`src/rtl/lfsr_encrypt_engine.sv`:
```
// lfsr_encrypt_engine
// Data-memory master that turns a plaintext message in DM[0..60] into 64
// cipher bytes in DM[64..127]. The message is shifted right by pre_length
// spaces, padded with spaces, XORed with a 7-bit LFSR keystream and given an
// even-parity bit in bit 7. The memory read port is combinational, so each
// load state presents its address and latches mem_rdata on the same edge.

module lfsr_encrypt_engine #(
   parameter int         MSG_BASE  = 0,
   parameter int         MSG_MAX   = 61,
   parameter int         PRE_ADDR  = 61,
   parameter int         TAP_ADDR  = 62,
   parameter int         SEED_ADDR = 63,
   parameter int         OUT_BASE  = 64,
   parameter int         OUT_LEN   = 64,
   parameter logic [7:0] PAD_CHAR  = 8'h20
) (
   input  logic       clk,
   input  logic       init,
   input  logic       req,
   output logic       ack,
   output logic [7:0] mem_addr,
   input  logic [7:0] mem_rdata,
   output logic [7:0] mem_wdata,
   output logic       mem_we
);

   localparam logic [2:0] S_IDLE    = 3'd0;
   localparam logic [2:0] S_LD_PRE  = 3'd1;
   localparam logic [2:0] S_LD_TAP  = 3'd2;
   localparam logic [2:0] S_LD_SEED = 3'd3;
   localparam logic [2:0] S_ENC_RD  = 3'd4;
   localparam logic [2:0] S_ENC_WR  = 3'd5;
   localparam logic [2:0] S_DONE    = 3'd6;

   localparam logic [7:0] L_MSG_BASE  = 8'(MSG_BASE);
   localparam logic [7:0] L_PRE_ADDR  = 8'(PRE_ADDR);
   localparam logic [7:0] L_TAP_ADDR  = 8'(TAP_ADDR);
   localparam logic [7:0] L_SEED_ADDR = 8'(SEED_ADDR);
   localparam logic [7:0] L_OUT_BASE  = 8'(OUT_BASE);
   localparam logic [6:0] L_MSG_MAX   = 7'(MSG_MAX);
   localparam logic [6:0] L_LAST_IDX  = 7'(OUT_LEN - 1);

   logic [2:0] r_state;
   logic [6:0] r_i;       // output byte index
   logic [3:0] r_pre;     // number of leading spaces
   logic [6:0] r_taps;
   logic [6:0] r_lfsr;
   logic [7:0] r_c;       // cipher byte latched in ENC_RD, written in ENC_WR

   logic       w_in_pre;
   logic [6:0] w_k;
   logic       w_msg_valid;
   logic [7:0] w_plain;
   logic [7:0] w_cipher;
   logic [6:0] w_lfsr_next;
   logic [6:0] w_seed;

   // Position inside the padded message. w_k is only meaningful outside the
   // leading-space window; pre values past the message simply push k out of
   // range, so no clamp is needed.
   assign w_in_pre    = (r_i < {3'b000, r_pre});
   assign w_k         = r_i - {3'b000, r_pre};
   assign w_msg_valid = !w_in_pre && (w_k < L_MSG_MAX);

   // Plaintext bit 7 is dropped; with bit 7 forced to zero, the parity of the
   // full byte equals the parity of the seven data bits.
   assign w_plain     = (w_msg_valid ? mem_rdata : PAD_CHAR) & 8'h7F;
   assign w_cipher    = w_plain ^ {1'b0, r_lfsr};
   assign w_lfsr_next = {r_lfsr[5:0], ^(r_lfsr & r_taps)};
   assign w_seed      = (mem_rdata[6:0] == 7'h00) ? 7'h01 : mem_rdata[6:0];

   assign ack       = (r_state == S_DONE);
   assign mem_we    = (r_state == S_ENC_WR);
   assign mem_wdata = (r_state == S_ENC_WR) ? r_c : 8'h00;

   // Address decode: pure function of state and index so reads return data
   // in the same cycle they are issued.
   always_comb begin
      mem_addr = 8'h00;
      case (r_state)
         S_LD_PRE:  mem_addr = L_PRE_ADDR;
         S_LD_TAP:  mem_addr = L_TAP_ADDR;
         S_LD_SEED: mem_addr = L_SEED_ADDR;
         S_ENC_RD:  mem_addr = w_msg_valid ? (L_MSG_BASE + {1'b0, w_k}) : L_MSG_BASE;
         S_ENC_WR:  mem_addr = L_OUT_BASE + {1'b0, r_i};
         default:   mem_addr = 8'h00;
      endcase
   end

   // Control sequence: three config loads, then read/write pairs per byte.
   always_ff @(posedge clk) begin
      if (init) begin
         r_state <= S_IDLE;
      end else begin
         case (r_state)
            S_IDLE:    if (!req) r_state <= S_LD_PRE;
            S_LD_PRE:  r_state <= S_LD_TAP;
            S_LD_TAP:  r_state <= S_LD_SEED;
            S_LD_SEED: r_state <= S_ENC_RD;
            S_ENC_RD:  r_state <= S_ENC_WR;
            S_ENC_WR:  r_state <= (r_i == L_LAST_IDX) ? S_DONE : S_ENC_RD;
            S_DONE:    if (req) r_state <= S_IDLE;
            default:   r_state <= S_IDLE;
         endcase
      end
   end

   // Datapath registers: configuration latches, keystream, index, cipher byte.
   always_ff @(posedge clk) begin
      if (init) begin
         r_i    <= 7'd0;
         r_pre  <= 4'd0;
         r_taps <= 7'd0;
         r_lfsr <= 7'd0;
         r_c    <= 8'd0;
      end else begin
         case (r_state)
            S_IDLE:    if (!req) r_i <= 7'd0;
            S_LD_PRE:  r_pre  <= mem_rdata[3:0];
            S_LD_TAP:  r_taps <= mem_rdata[6:0];
            S_LD_SEED: r_lfsr <= w_seed;
            S_ENC_RD:  r_c    <= {^w_cipher, w_cipher[6:0]};
            S_ENC_WR: begin
               r_lfsr <= w_lfsr_next;
               if (r_i != L_LAST_IDX) r_i <= r_i + 7'd1;
            end
            default: ;
         endcase
      end
   end

endmodule

```
`config.mk`:
```
export PLATFORM = sky130hd
export DESIGN_NAME = lfsr_encrypt_engine
export DESIGN_NICKNAME = d
export VERILOG_FILES = /design/src/rtl/lfsr_encrypt_engine.sv
export SDC_FILE = /design/constraint.sdc
export NUM_CORES = 1
export LEC_CHECK = 0
export ABC_AREA = 1
export BUFFER_PORTS_ARGS = -buffer_cell sky130_fd_sc_hd__buf_4
export CAP_MARGIN = 20
export CORE_UTILIZATION = 30
export CTS_CLUSTER_DIAMETER = 120
export CTS_CLUSTER_SIZE = 40
export DETAILED_ROUTE_END_ITERATION = 10
export GPL_TIMING_DRIVEN = 0
export PLACE_DENSITY = 0.48
export SYNTH_ARGS = -nofsm -noshare
export SYNTH_HDL_FRONTEND = slang
export SYNTH_SLANG_ARGS = --single-unit
```
`constraint.sdc`:
```
create_clock -name clk -period 2.45 [get_ports clk]
set_clock_uncertainty 0.05 [all_clocks]
set_input_delay 0.1225 -clock clk [delete_from_list [all_inputs] [get_ports clk]]
set_output_delay 0.1225 -clock clk [all_outputs]
set_load 0.03 [all_outputs]
```
==> impl_results.md <==
- Worst setup SP type: flip-flop
- Xor/xnor share of the synthesized area: 2.60%
- Grt ovf: 0
- Antenna-violating nets left: 0
- Total power: about 1.9 mW
- Crit path capture type: output port
- Post-synthesis net count: a little under 400
- Final HPWL DP: just over 5000 um
- Share of layout cells above drive strength 1: 27.0%
- Hold Crit Class: in2reg
- Initial Util: approximately a third
- Root Buffer: clkbuf_8
- Setup-failing EPs final: 6
- Failing checks: setup timing
- Initial drt markers: between 80 and 90
- Die width: 90.6 um
- Chip height: just over 90 um
- Vias in the first global route: ~2,300
- Rel. slew slack: between 50% and 60%
- Max IR drop VDD: roughly 0.21 mV
- Initial antenna violation count: 0
- Total Wirelength: 6870 um
- Post-Syn Instances: about 370
- Synthesized-area fraction occupied by adder cells: 3.51%
- Placer Congestion: around 0.83
- Synthesized area: ~2400 um2
- TritonCTS Buffers: 5
- CP required: 2.28 ns
- Critical path data arrival time: ~2.4 ns
- Avg Cell Area, Syn: ~6.4 um2
- Hold Violations, Final: 0
- DR WL/cell: roughly 13 um
- Setup ws final: -0.110 ns
- Clock transition at path regs: roughly 0.070 ns
- Tmin final: ~2.6 ns
- Setup slack at placement: -0.286 ns
- Core area: around 7400 um2
- H-tree level count: 2
- DRT Pass-1 Iters: 4
- Synth async-reset ratio: 0%
- Worst-Skew Late Latency: 0.29 ns
- Crit path max fanout: 6
- Clk buf depth: 2
- Max capacitance violation total: 0
- Synth Area in Simple Gates: between 30 and 40%
- RSZ-0062 raised after global routing: true
- NumNets Final: about 430
- Area Overhead vs Synth: 29.6%
- Ys Warns: 0
- Setup TNS Final: -0.517 ns
- Max Clk Rate: between 300 and 400 MHz
- Static Leak: between 1 and 1.5 nW
- Clock sinks: 36
- Residual DRC count: 0
- Die area: around 8000 um2
- Via Count: about 2,400
- Final Core Density: between 40 and 50%
- Inserted Diodes: 0
- Power per Cell Area: 616 nW/um2
- Setup CP Type: reg2out
- Slew at the pin closest to its max-slew limit: roughly 0.63 ns
- Fin crit share: 104%
- Sequential area share after synthesis: 30.6%
- Cell variety after synth: 32
- Post-synth EDFFs: 0
- FF+latch count, synth: 36
- First-pass GRT wire length: around 11,000 um
- Post-synthesis compound-gate area fraction: approximately 18%
- Main combinational cell family by area after synthesis: simple AND/OR/NAND/NOR gates
- Max Transition Viols Final: 0
- CTS tree: built
- Num rows: 31
- Main synth FF type: dfxtp_1
- Pin count of the biggest net entering global routing: 11
- All-layer global routing usage: 17.5%
- Mux cell area share after synthesis: 0%
- PortBufs: 27
- Run status: complete, but fails checks
- I/O pin count: 29
- DR vias/cell: 4.67
-- layer usage --
layer	vias to the layer above	wire length [um]	global-route usage (%)
met5	-	0	0
met4	0	66	4.84
met3	6	197	3.20
met2	37	3020	27.0
met1	1076	3580	24.8
li1	1282	-	-
-- sequential cells by signal (all words and copies together), names as in the netlist --
signal / count
r_pre: 4
r_c: 8
r_taps: 7
r_i: 7
r_state: 3
r_lfsr: 7
-- critical path, cell delays in order, from the launching register on --
cell	delay [ns]
dfxtp_2	0.33
inv_2	0.07
ha_4	0.14
fa_2	0.43
nand2_1	0.08
inv_1	0.04
nor2_1	0.09
nand3_1	0.12
nor2_4	0.12
nand2_4	0.09
nand2_4	0.16
inv_4	0.06
nand2_2	0.06
o221ai_2	0.11
buf_6	0.18
-- cells in the final DEF (no fill, tap or decap), types with 2 or more instances in the layout --
master and count:
nand2_1 68, inv_1 56, buf_4 34, o21ai_0 32
dfxtp_1 32, a21oi_1 29, nor2_1 27, nand2_2 23
nand3_1 17, inv_2 9, clkbuf_1 8, nand4_1 7
nand3_2 6, nor3_1 6, buf_6 5, xnor2_1 5
clkbuf_8 5, dfxtp_2 4, nand2_4 3, ha_1 3
nor2_2 2, a21oi_2 2, nand3b_1 2, o311ai_2 2
xor2_1 2, a2111oi_0 2, o21ai_1 2
-- area by class of cell --
class                   count  area (um2)
clock buffers               6        72.6
inverters                  66         250
multi-input cells         255        1480
plain buffers              12        66.3
well taps                  99         124
flip-flops and latches     36         726
fillers                   807        4360
repair buffers             39         325
clock inverters             1        5.00
-- power by group --
part | switching [mW] | total (mW) | internal, mW
clock | 0.221 | 0.414 | 0.194
combinational | 0.490 | 0.804 | 0.314
sequential | 0.0347 | 0.661 | 0.627
total | 0.746 | 1.88 | 1.13
-- metrics by stage --
step                cells  hold slack, ns  cell area, um2
global placement      495           0.387            2680
global route          514          0.0950            3050
CTS                   506          0.0886            2870
floorplan             369           0.207            2350
detailed placement    495           0.386            2680
finish                514          0.0908            3050
-- path summary, 6_finish.rpt --
kind | end | depth (start not counted) | from | slack (ns)
setup / recovery | mem_addr[1] | 14 | r_i[0] | -0.11
hold / removal | r_pre[0] | 3 | mem_rdata[0] | 0.09
setup reg to reg | r_c[7] | 22 | r_i[0] | -0.10
hold reg to reg | r_taps[0] | 2 | r_taps[0] | 0.46
-- timing repair --
item                                    in CTS  in global routing
gates cloned                                 1                  1
endpoints found under the setup margin      10                 22
endpoints found under the hold margin        0                  0
gates resized for setup                     24                 36
setup buffers                                3                  7
pin swaps                                    9                 22
hold buffers                                 0                  0
-- cells in the mapped netlist (all sizes together), types with 3 or more instances --
master / count / area [um2]
nand4: 7 / 43.8
nor2: 30 / 118
nor3: 8 / 56.3
nand2: 94 / 373
a21oi: 31 / 155
nand3: 23 / 140
ha: 5 / 62.6
clkbuf: 8 / 30.0
buf: 4 / 31.3
o21ai: 35 / 175
dfxtp: 36 / 721
xnor2: 5 / 43.8
o311ai: 3 / 26.3
inv: 66 / 248
-- logic make-up after synthesis --
logic type               after synthesis
AND/OR/NAND/NOR                      165
buffers and inverters                 78
AO/OA/AOI/OAI                         77
flip-flops                            36
XOR/XNOR                               7
adder cells (fa/ha/maj)                6
No activity file was read; power rests on OpenSTA's default activity.
